`src/rtl/reset_seq_ctrl_if.sv`:
```
// Reset-sequencer handshake bundle: request/ready inputs and sequenced reset outputs.
// master = firmware/SoC side driving requests, slave = the sequencer itself.
interface reset_seq_ctrl_if #(
    parameter int N_DOM = 4
) ();
    logic             sw_rst_req;
    logic             wdt_rst_req;
    logic [N_DOM-1:0] dom_rdy;
    logic             cause_clr;
    logic [N_DOM-1:0] dom_rst_n;
    logic             rst_done;
    logic [2:0]       rst_cause;
    logic [N_DOM-1:0] tmo_err;

    modport master (
        output sw_rst_req, wdt_rst_req, dom_rdy, cause_clr,
        input  dom_rst_n, rst_done, rst_cause, tmo_err
    );

    modport slave (
        input  sw_rst_req, wdt_rst_req, dom_rdy, cause_clr,
        output dom_rst_n, rst_done, rst_cause, tmo_err
    );
endinterface

```
`src/rtl/reset_seq_ctrl.sv`:
```
// SoC domain reset sequencer: hold all domains, then release them one by one in index
// order, each gated by its ready input with a timeout; records a sticky reset cause.
module reset_seq_ctrl #(
    parameter int N_DOM    = 4,
    parameter int HOLD_CYC = 16,
    parameter int GAP_CYC  = 4,
    parameter int TMO_CYC  = 64
) (
    input  logic             clk,
    input  logic             rst,
    reset_seq_ctrl_if.slave  bus
);
    localparam int MAX_HG   = (HOLD_CYC > GAP_CYC) ? HOLD_CYC : GAP_CYC;
    localparam int MAX_ALL  = (MAX_HG > TMO_CYC) ? MAX_HG : TMO_CYC;
    localparam int CNT_W    = $clog2(MAX_ALL + 1);
    localparam int STG_W    = (N_DOM > 1) ? $clog2(N_DOM) : 1;
    localparam int GAP_LAST_I = (GAP_CYC > 0) ? GAP_CYC - 1 : 0;

    localparam logic [CNT_W-1:0] HOLD_LAST = CNT_W'(HOLD_CYC - 1);
    localparam logic [CNT_W-1:0] GAP_LAST  = CNT_W'(GAP_LAST_I);
    localparam logic [CNT_W-1:0] TMO_LAST  = CNT_W'(TMO_CYC - 1);
    localparam logic [CNT_W-1:0] CNT_SAT   = '1;
    localparam logic [STG_W-1:0] LAST_STG  = STG_W'(N_DOM - 1);

    typedef enum logic [1:0] {
        S_HOLD,
        S_WAIT,
        S_GAP,
        S_RUN
    } state_t;

    state_t             state,     state_nxt;
    logic [CNT_W-1:0]   cnt,       cnt_nxt;
    logic [CNT_W-1:0]   cnt_inc;
    logic [STG_W-1:0]   stage,     stage_nxt;
    logic [N_DOM-1:0]   rel_q,     rel_nxt;
    logic               done_q,    done_nxt;
    logic [2:0]         cause_q,   cause_nxt;
    logic [N_DOM-1:0]   tmo_q,     tmo_nxt;
    logic               req;
    logic [2:0]         req_bits;

    assign req      = bus.sw_rst_req | bus.wdt_rst_req;
    assign req_bits = {bus.wdt_rst_req, bus.sw_rst_req, 1'b0};
    assign cnt_inc  = (cnt == CNT_SAT) ? cnt : cnt + CNT_W'(1);

    always_comb begin
        // NOTE: every signal gets a default first so no path through the case infers a latch.
        state_nxt = state;
        cnt_nxt   = cnt;
        stage_nxt = stage;
        rel_nxt   = rel_q;
        done_nxt  = done_q;
        cause_nxt = cause_q;
        tmo_nxt   = tmo_q;

        case (state)
            S_HOLD: begin
                rel_nxt  = '0;
                done_nxt = 1'b0;
                if (cnt == HOLD_LAST) begin
                    state_nxt = S_WAIT;
                    cnt_nxt   = '0;
                    stage_nxt = '0;
                end else begin
                    cnt_nxt = cnt_inc;
                end
            end
            S_WAIT: begin
                if (bus.dom_rdy[stage] || (cnt == TMO_LAST)) begin
                    rel_nxt[stage] = 1'b1;
                    if (!bus.dom_rdy[stage])
                        tmo_nxt[stage] = 1'b1;
                    cnt_nxt = '0;
                    if (stage == LAST_STG) begin
                        state_nxt = S_RUN;
                        done_nxt  = 1'b1;
                    end else if (GAP_CYC == 0) begin
                        stage_nxt = stage + STG_W'(1);
                    end else begin
                        state_nxt = S_GAP;
                    end
                end else begin
                    cnt_nxt = cnt_inc;
                end
            end
            S_GAP: begin
                if (cnt == GAP_LAST) begin
                    state_nxt = S_WAIT;
                    cnt_nxt   = '0;
                    stage_nxt = stage + STG_W'(1);
                end else begin
                    cnt_nxt = cnt_inc;
                end
            end
            S_RUN: begin
                if (bus.cause_clr) begin
                    cause_nxt = '0;
                    tmo_nxt   = '0;
                end
            end
            default: state_nxt = S_HOLD;
        endcase

        // A reset request overrides everything, including a same-edge cause_clr.
        if (req) begin
            state_nxt = S_HOLD;
            cnt_nxt   = '0;
            stage_nxt = '0;
            rel_nxt   = '0;
            done_nxt  = 1'b0;
            if (state == S_RUN) begin
                cause_nxt = req_bits;
                tmo_nxt   = '0;
            end else begin
                cause_nxt = cause_q | req_bits;
            end
        end
    end

    always_ff @(posedge clk) begin
        // NOTE: non-blocking assignments so every register updates from pre-edge values.
        if (rst) begin
            state   <= S_HOLD;
            cnt     <= '0;
            stage   <= '0;
            rel_q   <= '0;
            done_q  <= 1'b0;
            cause_q <= 3'b001;
            tmo_q   <= '0;
        end else begin
            state   <= state_nxt;
            cnt     <= cnt_nxt;
            stage   <= stage_nxt;
            rel_q   <= rel_nxt;
            done_q  <= done_nxt;
            cause_q <= cause_nxt;
            tmo_q   <= tmo_nxt;
        end
    end

    assign bus.dom_rst_n = rel_q;
    assign bus.rst_done  = done_q;
    assign bus.rst_cause = cause_q;
    assign bus.tmo_err   = tmo_q;
endmodule

```
`src/flat_wrapper.sv`:
```
// flat-port wrapper written by rule: the top's interface ports become plain ports
module reset_seq_ctrl_flat 
#(
    parameter int N_DOM    = 4,
    parameter int HOLD_CYC = 16,
    parameter int GAP_CYC  = 4,
    parameter int TMO_CYC  = 64
)
  (clk, rst, bus_sw_rst_req, bus_wdt_rst_req, bus_dom_rdy, bus_cause_clr, bus_dom_rst_n, bus_rst_done, bus_rst_cause, bus_tmo_err);
  reset_seq_ctrl_if #(.N_DOM(N_DOM)) bus_i ();
  input  logic clk;
  input  logic rst;
  input wire logic [$bits(bus_i.sw_rst_req)-1:0] bus_sw_rst_req;
  input wire logic [$bits(bus_i.wdt_rst_req)-1:0] bus_wdt_rst_req;
  input wire logic [$bits(bus_i.dom_rdy)-1:0] bus_dom_rdy;
  input wire logic [$bits(bus_i.cause_clr)-1:0] bus_cause_clr;
  output wire logic [$bits(bus_i.dom_rst_n)-1:0] bus_dom_rst_n;
  output wire logic [$bits(bus_i.rst_done)-1:0] bus_rst_done;
  output wire logic [$bits(bus_i.rst_cause)-1:0] bus_rst_cause;
  output wire logic [$bits(bus_i.tmo_err)-1:0] bus_tmo_err;
  assign bus_i.sw_rst_req = bus_sw_rst_req;
  assign bus_i.wdt_rst_req = bus_wdt_rst_req;
  assign bus_i.dom_rdy = bus_dom_rdy;
  assign bus_i.cause_clr = bus_cause_clr;
  assign bus_dom_rst_n = bus_i.dom_rst_n;
  assign bus_rst_done = bus_i.rst_done;
  assign bus_rst_cause = bus_i.rst_cause;
  assign bus_tmo_err = bus_i.tmo_err;
  reset_seq_ctrl #(.N_DOM(N_DOM), .HOLD_CYC(HOLD_CYC), .GAP_CYC(GAP_CYC), .TMO_CYC(TMO_CYC)) u_core (.clk(clk), .rst(rst), .bus(bus_i));
endmodule
```
`config.mk`:
```
export PLATFORM = sky130hd
export DESIGN_NAME = reset_seq_ctrl_flat
export DESIGN_NICKNAME = d
export VERILOG_FILES = /design/src/rtl/reset_seq_ctrl_if.sv /design/src/rtl/reset_seq_ctrl.sv /design/src/flat_wrapper.sv
export SDC_FILE = /design/constraint.sdc
export NUM_CORES = 1
export LEC_CHECK = 0
export ABC_CLOCK_PERIOD_IN_PS = 2170
export CAP_MARGIN = 25
export CORE_MARGIN = 1
export CORE_UTILIZATION = 52
export CTS_CLUSTER_DIAMETER = 120
export DETAILED_ROUTE_END_ITERATION = 12
export GPL_TIMING_DRIVEN = 0
export PLACE_DENSITY = 0.75
export SYNTH_ARGS = -nofsm -noshare
export SYNTH_HDL_FRONTEND = slang
export SYNTH_SLANG_ARGS = --single-unit
```
`constraint.sdc`:
```
create_clock -name clk -period 2.17 [get_ports clk]
set_input_delay 0.434 -clock clk [delete_from_list [all_inputs] [get_ports clk]]
set_output_delay 0.434 -clock clk [all_outputs]
set_load 0.005 [all_outputs]
```
Word-level counts from Yosys, hierarchy flattened
Index checks and enable logic that the tools add are counted.

Add/subtract/negate cells: 2. Order comparisons: 2. Equality and inequality tests: 12. Mux-type cells: 32. Bitwise gates (word level): 4. Reduce and logical (&&, ||, !) cells: 14.

Operator list (number): 7-bit 2-to-1 mux (4); 4-bit 2-to-1 mux (6); 7-bit case mux with 3 select lines (1); 4-bit case mux with 2 select lines (2); 3-bit 2-to-1 mux (4); 2-bit 2-to-1 mux (5); 2-bit by 1-bit != test with 1-bit output, second input constant (4); 4-bit bitwise OR (2); 2-bit nonzero test (4); 7-bit by 1-bit adder with 7-bit output, second input constant (1); 7-bit by 2-bit == test with 1-bit output, second input constant (1); 7-bit by 4-bit == test with 1-bit output, second input constant (1); 7-bit by 6-bit == test with 1-bit output, second input constant (1); 7-bit == test, second input constant (1); 2-bit == test, second input constant (3); 2-bit case mux with 3 select lines (1); 3-bit AND reduction (2); 1-bit 2-to-1 mux (5); 2-bit case mux with 2 select lines (1); 2-bit AND reduction (2); 4-bit AND reduction (1); 2-bit by 3-bit less-than comparator with 1-bit output, second input constant (1); 3-bit bitwise OR (1); 3-bit nonzero test (1); 11 further kinds (11).

Register bits after elaboration: 23. Bits of input ports: 9. Output and inout bits: 12.

Depth between registers and ports, before layout
Depth in word-level cells: 10. Gate-level depth with buffers: 7. Depth with buffers taken out: 7.

Worst setup path after synthesis
Ideal clock, no wire load.

Path kind: register -> register. Start point: register u_core.cnt[0]. End point: register u_core.cnt[2]. Library setup time: 119 ps. Data arrival time: 1520 ps. Slack: 530 ps. Cell stages (with the launch flop): 7. Path buffers: 0. Path through: dfxtp_1 -> ha_1 -> or4b_4 -> nor2_1 -> o22ai_2 -> o21ai_2 -> nor2_1.

Longest elaborated chain between the ends: 4. Elaborated cells on any way between the ends: 11.

Ends and longest elaborated chain: start: declaration (RTL line reset_seq_ctrl.sv:33) `logic [CNT_W-1:0] cnt, cnt_nxt;`; start signal: assignment (RTL line reset_seq_ctrl.sv:133) `cnt <= cnt_nxt;`; 7-bit by 1-bit adder with 7-bit output (tied with other cells) (RTL line reset_seq_ctrl.sv:45) `assign cnt_inc = (cnt == CNT_SAT) ? cnt : cnt + CNT_W'(1);`; 7-bit 2-to-1 mux or 1-bit logical OR (tied branches) (RTL line reset_seq_ctrl.sv:45, reset_seq_ctrl.sv:70); 7-bit 2-to-1 mux, on equally long branches (RTL line reset_seq_ctrl.sv:88, reset_seq_ctrl.sv:61, reset_seq_ctrl.sv:70); 7-bit case mux with 3 select lines * (RTL line reset_seq_ctrl.sv:57) `case (state)`.

Every way passes the cells marked *; elsewhere a longest branch is shown, timed or not. A chain may end at the register's enable or synchronous reset.

Worst setup path in the final report
Start point: register u_core.cnt[0]. End point: register u_core.cnt[3].

The elaborated chain is that of the path after synthesis.

==> impl_results.md <==
- Final wirelength: 2.65 mm
- Cells after synthesis: 152
- Critical path's slowest cell: or4b_4
- Synth area leader: dfxtp_1
- Buffers & Inverters on Critical Path: 0
- DP HPWL: 2.10 mm
- Synthesized Nets: 171
- Final Skew: 0.00372 ns
- Seq pwr share: 0.639
- CTS buffer count: 3
- PortBufs: 20
- Clock Sink Count: 23
- Final Hold Viols: 0
- Ys Warns: 0
- Inserted Diodes: 0
- Post-route cell area: 0.00155 mm^2
- Reg2reg start: u_core.cnt[0]
- Post-CTS sizing: 0
- Critical Path Source: u_core.cnt[0]
- Worst Hold Path Cells: 1
- Worst EP required: 2.38 ns
- Clock latency on the worst-skew pair: 0.31 ns
- CTS Buffer Depth: 2
- DRT iter0 DRCs: 30
- Hold WC Path Type: reg2reg
- First-pass GRT wire length: 4.55 mm
- First-pass DRT Iterations: 4
- Hold path start: u_core.bus.rst_cause[0]
- R2r setup slk: 0.32 ns
- Hold_buf cts: 0
- Fillers: 189
- Endpoints failing setup: 0
- Most common cell after layout, fill and taps aside: nor2_1
- Hold Crit Endpoint: u_core.bus.rst_cause[0]
- P_sw: 152 uW
- CTS tree: built
- Share of cells above drive strength 1: 0.0909
- Worst reg2reg endpoint: u_core.cnt[3]
- CORE AREA: 0.00228 mm^2
- H-tree depth: 1
- Vias per cell: 5.53
- Max Cap Viol: 0
- Synth top area share: 0.358
- Signal arrival time at the worst endpoint: 2.06 ns
- Register bit total from synthesis: 23
- Initial antenna violation count: 0
- Switching Share: 0.227
- Gpl congestion: 0.805
- Final worst path period share: 0.852
- Crit-path leading delay family: simple AND/OR/NAND/NOR gates
- Mapped Avg Cell Area: 8.47 um^2
- Chip height: 51.8 um
- Cell mode on critical path: o22ai_2
- Sequential area share after synthesis: 0.358
- CP Launch Type: register
- Power share of the combinational group: 0.059
- Worst reg2reg path depth: 6
- Placed standard-cell area: 0.00152 mm^2
- Fin. max-slew vios: 0
- Root Buffer: clkbuf_4
- Clk slew on worst S/H paths: 0.13 ns
- VDD IR-drop max: 0.363 mV
- Post-Syn Area: 0.00129 mm^2
- Row Count: 17
- WL/cell: 13.0 um
- Layout Area Growth over Synthesis: 20.4%
- CP Max Fanout: 5
- Fin nets: 196
- Crit path kind: reg2reg
- Worst-margin pin slew: 0.619 ns
- Max incr delay on CP: 0.50 ns
- Total internal power: 518 uW
- Initial Util: 0.566
- RSZ-0062 raised after global routing: false
- Post-CTS Setup Inserts: 0
- Antenna-violating nets left: 0
- Most frequent cells in the layout: 26 x nor2_1, 23 x dfxtp_1, 20 x clkdlybuf4s50_1
- Slew HR: 0.584
- Final Critical Period: 1.85 ns
- Via count: 1128
- Unique masters post-synth: 39
- Clock share of power: 0.302
- Pwr/cell area: 432 mW/mm^2
- Gr ovfl total: 0
- Worst Setup End Kind: register
- Overall routing resource usage: 0.230
- Final Util: 0.681
- Status: finished, final reports clean
- Die X: 51.8 um
- Crit-path cells: ha_1 > or4b_4 > o22ai_2 > o22ai_2 > o21ai_2 > nor2_1
- Largest net degree at the start of global routing: 14
- Number of top-level pins: 21
- Drt drc: 0
- Full die area: 0.00268 mm^2
- Synth top area cells: dfxtp_1 36%, ha_1 9.7%, nor2_1 7.6%
- Min setup slack post-route: 0.322 ns
- P_leak: 0.000551 uW
- Pre-CTS WS: -0.0101 ns
- TNS Setup: 0 ns
- Number of global-route vias before repair: 1018
- Fmax: 541 MHz
how the worst max path moves through the flow:
stage                     endpoint  slack, ns  cells past startpoint
2_1_floorplan        u_core.cnt[2]       0.53                      6
3_3_place_gp   u_core.bus.rst_done     -0.001                      4
3_5_place_dp   u_core.bus.rst_done      -0.01                      4
4_1_cts              u_core.cnt[3]       0.33                      6
5_1_grt            u_core.state[0]       0.14                      6
6_report             u_core.cnt[3]       0.32                      6
Yosys cell counts:
library cell / count
a21oi_1: 9
a22o_1: 1
mux2_1: 2
o21a_1: 1
nor4b_2: 2
o21ai_1: 3
mux2i_1: 2
o31ai_1: 1
ha_1: 10
o22ai_2: 2
a22oi_1: 4
nor3_1: 6
nand2_1: 9
xnor2_1: 1
or2_1: 2
inv_1: 7
nor3b_1: 1
nor2_1: 26
a211oi_1: 1
o21bai_1: 1
or4b_4: 1
and2_1: 1
a21o_1: 1
o21ba_1: 1
a21boi_2: 1
buf_2: 2
a31oi_1: 3
o21ai_0: 6
nand3_1: 7
mux2_2: 2
dfxtp_1: 23
xor2_1: 1
nand4_2: 1
nand2b_1: 3
nand3b_1: 3
o22a_1: 1
or3_1: 1
o21ai_2: 1
clkbuf_1: 2
flip-flops by register name, indices dropped and copies added, names as in the netlist:
signal / count
u_core.state: 2
u_core.bus.tmo_err: 4
u_core.bus.rst_cause: 3
u_core.stage: 2
u_core.bus.rst_done: 1
u_core.cnt: 7
u_core.bus.dom_rst_n: 4
power groups by stage:
stage | logic, uW | registers (uW) | clock network [uW]
2_1_floorplan | 13.1 | 438 | 0
3_3_place_gp | 38.3 | 438 | 0
3_5_place_dp | 39.6 | 438 | 0
4_1_cts | 39.7 | 428 | 208
5_1_grt | 43.4 | 429 | 223
6_report | 39.5 | 428 | 202
kinds of logic (layout without fill, tap and decap cells):
| kind of cell | after synthesis | in the layout | share of synthesized area |
|---|---|---|---|
| AOI/OAI and AO/OA | 37 | 37 | 0.193 |
| xor gates and xnor gates | 2 | 2 | 0.0136 |
| adders and majority gates | 10 | 10 | 0.0972 |
| buffers and inverters | 11 | 35 | 0.0340 |
| DFF | 23 | 23 | 0.358 |
| muxes | 6 | 6 | 0.0505 |
| and+or+nand+nor | 63 | 63 | 0.254 |
area by class of cell:
cell class | count | area [um^2] | share of cell area
inverter | 7 | 26.3 | 0.0169
clock buffer | 3 | 22.5 | 0.0145
timing repair buffer | 20 | 200 | 0.129
buffer | 4 | 17.5 | 0.0113
multi-input combinational | 118 | 783 | 0.505
clock inverter | 1 | 5.00 | 0.00323
tap | 28 | 35.0 | 0.0226
sequential | 23 | 460 | 0.297
metrics by stage:
step / power (uW) / hold WS [ns] / cells
floorplan: 451 / 0.450 / 152
global placement: 476 / 0.437 / 200
detailed placement: 477 / 0.448 / 200
CTS: 676 / 0.478 / 204
global route: 696 / 0.508 / 204
finish: 670 / 0.474 / 204
worst register-to-register path, cell delays in order (launching register included):
cell     delay (ns)
dfxtp_1        0.42
ha_1           0.26
or4b_4         0.50
o22ai_2        0.15
o22ai_2        0.13
o21ai_2        0.21
nor2_1         0.08
metal layers:
metal,GRT usage,up-vias,wire (um)
met2,0.359,22,1170
li1,-,584,-
met4,0.104,0,17
met3,0.0351,2,94
met5,0,-,0
met1,0.309,520,1370
Power figures use the tool's default switching activity.
